$ cat src/rtl/scanline_sequencer.sv
// rtl/scanline_sequencer.sv - row-window sweep sequencer feeding parallel colour-fill lanes
//
// Sweeps the inclusive row window [i_row_first, min(i_row_last, MAX_ROW)].
// It hands each row to the lowest-numbered idle fill lane through a go/done
// handshake. On abort it stops issuing rows and waits for outstanding lanes.
//
// Ports:
//   i_clk         system clock
//   i_n_rst       asynchronous active-low reset
//   i_start       one-cycle sweep request, honoured only while idle
//   i_abort       level; suppresses issue and drains outstanding lanes
//   i_row_first   first row of the window, latched on accepted start
//   i_row_last    last row (inclusive), clamped to MAX_ROW, latched on start
//   o_lane_go     one-cycle issue pulse per lane
//   o_lane_row    row per lane, lane i at [i*ROW_W +: ROW_W], held until re-issue
//   i_lane_done   one-cycle completion pulse per lane
//   o_busy        high in every state except idle
//   o_done        one-cycle end-of-sweep pulse
//   o_aborted     valid with o_done; sweep ended by abort
//   o_rows_done   saturating count of rows completed in the current/last sweep

module scanline_sequencer #(
    parameter int ROW_W     = 16,
    parameter int NUM_LANES = 2,
    parameter int MAX_ROW   = 479
) (
    input  logic                         i_clk,
    input  logic                         i_n_rst,
    input  logic                         i_start,
    input  logic                         i_abort,
    input  logic [ROW_W-1:0]             i_row_first,
    input  logic [ROW_W-1:0]             i_row_last,
    output logic [NUM_LANES-1:0]         o_lane_go,
    output logic [NUM_LANES*ROW_W-1:0]   o_lane_row,
    input  logic [NUM_LANES-1:0]         i_lane_done,
    output logic                         o_busy,
    output logic                         o_done,
    output logic                         o_aborted,
    output logic [ROW_W-1:0]             o_rows_done
);

    localparam logic [ROW_W-1:0]     LP_MAX_ROW = ROW_W'(MAX_ROW);
    localparam int                   LP_CNT_W   = $clog2(NUM_LANES + 1);
    localparam logic [NUM_LANES-1:0] LP_ONE     = NUM_LANES'(1);

    typedef enum logic [1:0] {
        S_IDLE  = 2'd0,
        S_ISSUE = 2'd1,
        S_DRAIN = 2'd2,
        S_DONE  = 2'd3
    } state_t;

    state_t                         r_state;
    logic [ROW_W-1:0]               r_next_row;
    logic [ROW_W-1:0]               r_last_row;
    logic [NUM_LANES-1:0]           r_lane_busy;
    logic [NUM_LANES*ROW_W-1:0]     r_lane_row;
    logic                           r_aborted;
    logic [ROW_W-1:0]               r_rows_done;

    logic [NUM_LANES-1:0]           w_free;
    logic [NUM_LANES-1:0]           w_sel;
    logic                           w_have_free;
    logic                           w_issue;
    logic [NUM_LANES-1:0]           w_accept;
    logic [LP_CNT_W-1:0]            w_done_cnt;
    logic [ROW_W:0]                 w_rows_sum;
    logic [ROW_W-1:0]               w_rows_next;
    logic [ROW_W-1:0]               w_last_clamped;

    // Lowest-index idle lane as a one-hot: x & -x isolates the lowest set bit.
    assign w_free      = ~r_lane_busy;
    assign w_sel       = w_free & ((~w_free) + LP_ONE);
    assign w_have_free = |w_free;

    // The issue decision is combinational on registered state. That allows a
    // lane freed at one edge to take its next row in the following cycle.
    // It also lets abort veto an issue in the same cycle it is raised.
    assign w_issue   = (r_state == S_ISSUE) && !i_abort && w_have_free;
    assign o_lane_go = w_issue ? w_sel : '0;

    // Completions only count for lanes that actually hold a row.
    assign w_accept = i_lane_done & r_lane_busy;

    always_comb begin
        w_done_cnt = '0;
        for (int i = 0; i < NUM_LANES; i++) begin
            w_done_cnt = w_done_cnt + LP_CNT_W'(w_accept[i]);
        end
    end

    assign w_rows_sum  = {1'b0, r_rows_done} + (ROW_W + 1)'(w_done_cnt);
    assign w_rows_next = w_rows_sum[ROW_W] ? '1 : w_rows_sum[ROW_W-1:0];

    assign w_last_clamped = (i_row_last > LP_MAX_ROW) ? LP_MAX_ROW : i_row_last;

    // The lane being issued sees its new row in the same cycle as its go pulse.
    // The registered copy then holds that row until the lane is issued again.
    always_comb begin
        o_lane_row = r_lane_row;
        for (int i = 0; i < NUM_LANES; i++) begin
            if (o_lane_go[i]) begin
                o_lane_row[i*ROW_W +: ROW_W] = r_next_row;
            end
        end
    end

    always_ff @(posedge i_clk or negedge i_n_rst) begin
        if (!i_n_rst) begin
            r_state     <= S_IDLE;
            r_next_row  <= '0;
            r_last_row  <= '0;
            r_lane_busy <= '0;
            r_lane_row  <= '0;
            r_aborted   <= 1'b0;
            r_rows_done <= '0;
        end else begin
            r_lane_busy <= (r_lane_busy & ~w_accept) | o_lane_go;
            r_rows_done <= w_rows_next;

            for (int i = 0; i < NUM_LANES; i++) begin
                if (o_lane_go[i]) begin
                    r_lane_row[i*ROW_W +: ROW_W] <= r_next_row;
                end
            end

            case (r_state)
                S_IDLE: begin
                    if (i_start) begin
                        r_next_row  <= i_row_first;
                        r_last_row  <= w_last_clamped;
                        r_rows_done <= '0;
                        r_aborted   <= 1'b0;
                        // An empty window finishes without issuing anything.
                        r_state     <= (i_row_first > w_last_clamped) ? S_DONE : S_ISSUE;
                    end
                end
                S_ISSUE: begin
                    if (i_abort) begin
                        r_aborted <= 1'b1;
                        r_state   <= S_DRAIN;
                    end else if (w_have_free) begin
                        r_next_row <= r_next_row + ROW_W'(1);
                        if (r_next_row == r_last_row) begin
                            r_state <= S_DRAIN;
                        end
                    end
                end
                S_DRAIN: begin
                    // Uses the busy flags as they stand this cycle. A lane that
                    // completes now is seen as idle only on the next check.
                    if (r_lane_busy == '0) begin
                        r_state <= S_DONE;
                    end
                end
                S_DONE: begin
                    r_state <= S_IDLE;
                end
                default: begin
                    r_state <= S_IDLE;
                end
            endcase
        end
    end

    assign o_busy      = (r_state != S_IDLE);
    assign o_done      = (r_state == S_DONE);
    assign o_aborted   = r_aborted;
    assign o_rows_done = r_rows_done;

endmodule

$ cat config.mk
export PLATFORM = sky130hd
export DESIGN_NAME = scanline_sequencer
export DESIGN_NICKNAME = d
export VERILOG_FILES = /design/src/rtl/scanline_sequencer.sv
export SDC_FILE = /design/constraint.sdc
export NUM_CORES = 1
export LEC_CHECK = 0
export CAP_MARGIN = 0
export CORE_MARGIN = 3
export CORE_UTILIZATION = 45
export DETAILED_ROUTE_END_ITERATION = 16
export PLACE_DENSITY = 0.7
export SLEW_MARGIN = 15
export SYNTH_ARGS = -nofsm -noshare
export SYNTH_HDL_FRONTEND = slang
export SYNTH_SLANG_ARGS = --single-unit
$ cat constraint.sdc
create_clock -name i_clk -period 5.1 [get_ports i_clk]
set_input_delay 1.53 -clock i_clk [delete_from_list [all_inputs] [get_ports i_clk]]
set_output_delay 1.53 -clock i_clk [all_outputs]
set_load 0.02 [all_outputs]
Yosys cells after proc, flatten, opt, wreduce, memory -nomap -nowiden
Cells that the tools add are included.
{"block": "word_totals", "reg_bits": 85, "in_bits": 38, "wordCells": 64, "output_inout_bits": 53}
{"block": "classes", "bitwise_logic": 7, "eq_ne": 11, "mux": 21, "magnitude_cmp": 2, "n_reduce_logical": 12, "add_sub_neg": 4}
{"op": "$mux 16", "count": 9}
{"op": "$pmux 16 s2", "count": 1}
{"op": "$add 16x2->17", "count": 1}
{"op": "$add 16x1->16 const B", "count": 1}
{"op": "$eq 16x16->1", "count": 1}
{"op": "$gt 16x16->1", "count": 1}
{"op": "$gt 16x9->1 const B", "count": 1}
{"op": "$mux 2", "count": 7}
{"op": "$ne 2x2->1 const B", "count": 5}
{"op": "$pmux 2 s4", "count": 1}
{"op": "$reduce_and 4->1", "count": 2}
{"op": "$and 2x2->2", "count": 3}
{"op": "$not 2->2", "count": 3}
{"op": "$eq 2x2->1 const B", "count": 2}
{"op": "$logic_not 2->1", "count": 2}
{"op": "$reduce_bool 2->1", "count": 2}
{"op": "$ne 3x2->1 const B", "count": 1}
{"op": "$ne 3x3->1 const B", "count": 1}
{"op": "$reduce_and 3->1", "count": 1}
{"op": "$add 1x1->2", "count": 1}
{"op": "$add 2x1->2 const B", "count": 1}
{"op": "$eq 2x1->1 const B", "count": 1}
{"op": "$logic_and 1x1->1", "count": 2}
{"op": "$mux 1", "count": 2}
{"op": "other kinds (5)", "count": 5}

Logic depth before layout (Yosys ltp)
{"block": "logic_depth", "word_depth": 6, "mapped_depth": 10, "mapped_depth_nobuf": 10}

Worst setup path before layout
Ideal clock, no wire load.
{"block": "synth_timing", "path_type": "input -> output", "startpoint": "in i_abort", "endpoint": "out o_lane_row[10]", "stages": 4, "t_required_ns": 3.570, "arrival_time_ns": 2.869, "setup_slack_ns": 0.701, "path_buffers": 1, "path_cell_list": "nand2b_1 nor2_1 buf_2 mux2_2"}
{"block": "synth_via", "elab_chain_len": 5}
{"element": "from (decl)", "line_no": "30", "text": "input logic i_abort,"}
{"element": "$logic_not 1->1", "line_no": "79", "text": "assign w_issue = (r_state == S_ISSUE) && !i_abort && w_have_free;"}
{"element": "$logic_and 1x1->1 (2 in a row)", "line_no": "79"}
{"element": "$mux 2", "line_no": "80", "text": "assign o_lane_go = w_issue ? w_sel : '0;"}
{"element": "via o_lane_go[0]", "line_no": "33", "text": "output logic [NUM_LANES-1:0] o_lane_go,"}
{"element": "$mux 16", "line_no": "102", "text": "if (o_lane_go[i]) begin"}
{"element": "to (decl)", "line_no": "34", "text": "output logic [NUM_LANES*ROW_W-1:0] o_lane_row,"}
The timed path passes the listed nets, and every way through them passes these cells.

Worst setup path after layout
{"block": "layout_timing", "startpoint": "in i_abort", "endpoint": "out o_lane_row[27]"}
{"block": "layout_via", "elab_chain_len": 5}
{"element": "$logic_not 1->1", "line_no": "79"}
{"element": "$logic_and 1x1->1 (2 in a row)", "line_no": "79"}
{"element": "$mux 2", "line_no": "80"}
{"element": "$mux 16"}
Every way passes these cells.

==> results.yml <==
status:
  status: "complete, no violations"
placement:
  port_buffers: 90
  place_ws_ns: 0.0691
  placed_area_um2: 5500
  place.gp.congestion: 0.817
  dp_hpwl_um: 7930
pwr:
  power_frac_seq: 0.368
  internal-power_uw: 1880
  power_frac_comb: 0.468
  power.leakage_uw: 0.00264
  pwr-share-clk: 0.164
  switching_share: 0.396
  ir_worst_vdd_uv: 337
  power_density_nw_per_um2: 540
  switchingPower_uw: 1230
clocking:
  numClockSinks: 85
  clkSlewWorstSetupHoldPaths_ns: 0.08
  numCtsBuffers: 9
  htree_num_levels: 3
  clk_latency_ns: 0.35
  cts_setup_buffers: 0
  cts_buffer_depth: 2
  cts_root_buffer: "clkbuf_8"
  cts_tree: "built"
logic_synthesis:
  syn_area_um2: 4450
  ys_seq_area_frac: 0.478
  synth_xor_area_frac: 0.0512
  ys.flop_type: "dfrtp_1"
  synth_async_sr_flop_share: 1.00
  synthAdderAreaFrac: 0.0663
  yosys.area_share.simple: 0.147
  synth-compound-area-share: 0.127
  synth.avg_cell_area_um2: 10.3
  synth_top_family_by_area: "simple AND/OR/NAND/NOR gates"
  synthMuxAreaShare: 0.0947
  synth_cells: 432
  yosysWarnings: 0
  post_synth_num_cell_types: 47
  synth_edf_count: 0
  ys_ff_latch: 85
timing:
  max_clock_freq_mhz: 200
  final.period_utilization: 0.982
  fin_hold_ws_ns: 0.497
  hold_violations: 0
  rsz0062_at_grt: "yes"
  clock_skew_ns: 0.00648
  worst_slew_pin_slew_ns: 0.755
  drv_slew: 0
  fin_crit_ns: 5.01
  maxSlewHeadroom: 0.495
  fin_ws_ns: 0.0926
  setup_viol: 0
run:
  cap_violations: 0
critical_path:
  crit_chain: "clkdlybuf4s50_1 > nand2b_1 > nor3b_2 > buf_6 > mux2_2 > clkdlybuf4s50_1"
  crit_buf_inv: 3
  cp-start-kind: "input pin"
  cp_common_cell: "clkdlybuf4s50_1"
  cp_data_arrival_time_ns: 3.48
  path_class: "input pin to output pin"
  crit_path_end_kind: "output pin"
  cp.required_ns: 3.57
  slowest_delay_ns: 0.54
  critical_path.max_fanout: 10
  path_delay_family: "buffers and inverters"
  cpMaxStageDelayCell: "clkdlybuf4s50_1"
grt:
  grt_pass1_vias: 3517
  grt_antenna_before_repair: 0
  grt.overflow.total: 0
  grt_pass1_wl_um: 17900
  grt_max_degree: 47
  track_usage: 0.203
die:
  fp.dieArea_um2: 11100
  die_w_um: 105
  fp-row-count: 35
  start_util: 0.473
  core_area_um2: 9420
  num_io_pins: 91
  die_y_um: 105
layout:
  multi_input_area_um2: 2190
  layout-drive-gt1-share: 0.118
  final_nets: 583
  fillers: 825
  n_antenna_cell: 0
  stdcell_area_um2: 5750
  seq_area_um2: 2130
  area_delta_synth_final_pct: 29.2
routing:
  wl_um: 10700
  routedWlPerCell_um: 16.3
  vias_per_cell: 5.35
  ant_nets: 0
  first_pass_iters: 4
  route.detailed.drc: 0
  drt_iter0_drc: 178
  dr_total_vias: 3507
hold_path:
  hold_class: "register to register"
==> state kept, by name (all words and copies together) (netlist names) <==
name and flops:
r_next_row 16, o_aborted 1, o_rows_done 16, r_lane_row 32
r_state 2, r_lane_busy 2, r_last_row 16
==> Yosys cell counts, types with 2 or more instances <==
| library cell | instances | area (um2) |
|---|---|---|
| ha_1 | 22 | 275 |
| and2_1 | 8 | 50.1 |
| nand4_1 | 8 | 50.1 |
| a2bb2oi_1 | 10 | 87.6 |
| nand3_2 | 2 | 20.0 |
| mux2i_1 | 5 | 50.1 |
| xnor2_1 | 5 | 43.8 |
| clkbuf_1 | 12 | 45.0 |
| nor2b_1 | 4 | 25.0 |
| o21ai_0 | 20 | 100 |
| o211a_1 | 2 | 20.0 |
| a21oi_1 | 41 | 205 |
| a31oi_1 | 2 | 12.5 |
| nand2b_1 | 3 | 18.8 |
| o22ai_1 | 5 | 31.3 |
| inv_1 | 13 | 48.8 |
| nor4_1 | 5 | 31.3 |
| o21a_1 | 2 | 15.0 |
| buf_1 | 2 | 7.51 |
| xor2_1 | 21 | 184 |
| nor2_1 | 23 | 86.3 |
| o21ai_1 | 2 | 10.0 |
| a21o_1 | 3 | 22.5 |
| buf_2 | 8 | 40.0 |
| nor3_1 | 8 | 40.0 |
| or2_2 | 2 | 12.5 |
| nand2_1 | 36 | 135 |
| nand3_1 | 20 | 100 |
| dfrtp_1 | 85 | 2130 |
| and3_1 | 3 | 18.8 |
| mux2_2 | 33 | 372 |
| buf_4 | 2 | 15.0 |
==> routing by layer <==
metal	GRT usage	share of wire	routed length [um]	vias up
li1	-	-	-	1695
met1	0.277	0.45	4810	1706
met2	0.321	0.48	5150	91
met3	0.0557	0.051	546	15
met4	0.0515	0.017	178	0
met5	0	0	0	-
==> worst paths after layout <==
| kind | start | slack [ns] | cells past startpoint | to |
|---|---|---|---|---|
| max | i_abort | 0.09 | 6 | o_lane_row[27] |
| min | r_lane_row[16] | 0.50 | 1 | r_lane_row[16] |
| max reg2reg | r_lane_busy[0] | 2.57 | 7 | o_rows_done[0] |
| min reg2reg | r_lane_row[16] | 0.50 | 1 | r_lane_row[16] |
| max in group asynchronous | i_n_rst | 3.00 | 2 | r_last_row[13] |
| min in group asynchronous | i_n_rst | 1.15 | 1 | r_lane_row[7] |
==> cells by family after synthesis <==
kind of cell             after synthesis
XOR/XNOR                              26
other                                  1
flip-flops                            85
buffers and inverters                 37
AND/OR/NAND/NOR                      128
adder cells (fa/ha/maj)               23
AO/OA/AOI/OAI                         94
multiplexers                          38
==> worst register-to-register path, cell delays in order, from the launching register on <==
cell	delay [ns]
dfrtp_1	0.47
nand2_1	0.11
fa_1	0.41
inv_1	0.06
ha_1	0.28
nand4_2	0.22
or3_1	0.63
a21oi_1	0.27
==> repair_timing <==
item	4_1_cts	5_1_grt
setup endpoints to repair	0	20
endpoints found under the hold margin	0	0
hold buffers	0	0
resized for setup	0	18
==> per-stage QoR <==
step / std cells / setup TNS (ns) / utilization / total power, uW
5_1_grt: 656 / -0.00155 / 0.611 / 3330
6_report: 656 / 0 / 0.611 / 3100
3_3_place_gp: 640 / 0 / 0.584 / 2590
4_1_cts: 656 / 0 / 0.606 / 3150
2_1_floorplan: 438 / 0 / - / 2040
3_5_place_dp: 640 / 0 / 0.584 / 2640
==> placed cells by master (no fill, tap or decap), types with 2 or more instances in the layout <==
master and instances:
dfrtp_1 85, clkdlybuf4s50_1 72, a21oi_1 41, nand2_1 36, mux2_2 33, nor2_1 23, ha_1 22, xor2_1 21
nand3_1 20, o21ai_0 20, dlymetal6s2s_1 17, inv_1 13, a2bb2oi_1 10, clkbuf_8 9, nor3_1 8, nand4_1 8
and2_1 8, conb_1 7, buf_4 6, nor4_1 5, xnor2_1 5, mux2i_1 5, o22ai_1 5, nor2b_1 4
and3_1 3, nand2b_1 3, a21o_1 3, clkbuf_1 3, or2_2 2, o211a_1 2, o21ai_1 2, o21a_1 2
nand3_2 2, a31oi_1 2, bufinv_16 2
==> area by class of cell <==
type | count | area share
timing repair buffer | 97 | 0.176
multi-input combinational | 316 | 0.382
tap | 129 | 0.0281
inverter | 13 | 0.00849
sequential | 85 | 0.370
clock inverter | 4 | 0.0126
clock buffer | 12 | 0.0235
==> power groups by stage <==
stage / registers [uW] / logic, uW / clock network, uW
2_1_floorplan: 1050 / 987 / 0
3_3_place_gp: 1140 / 1440 / 0
4_1_cts: 1140 / 1490 / 522
5_1_grt: 1180 / 1600 / 551
3_5_place_dp: 1160 / 1480 / 0
6_report: 1140 / 1450 / 508
Power figures use the tool's default switching activity.
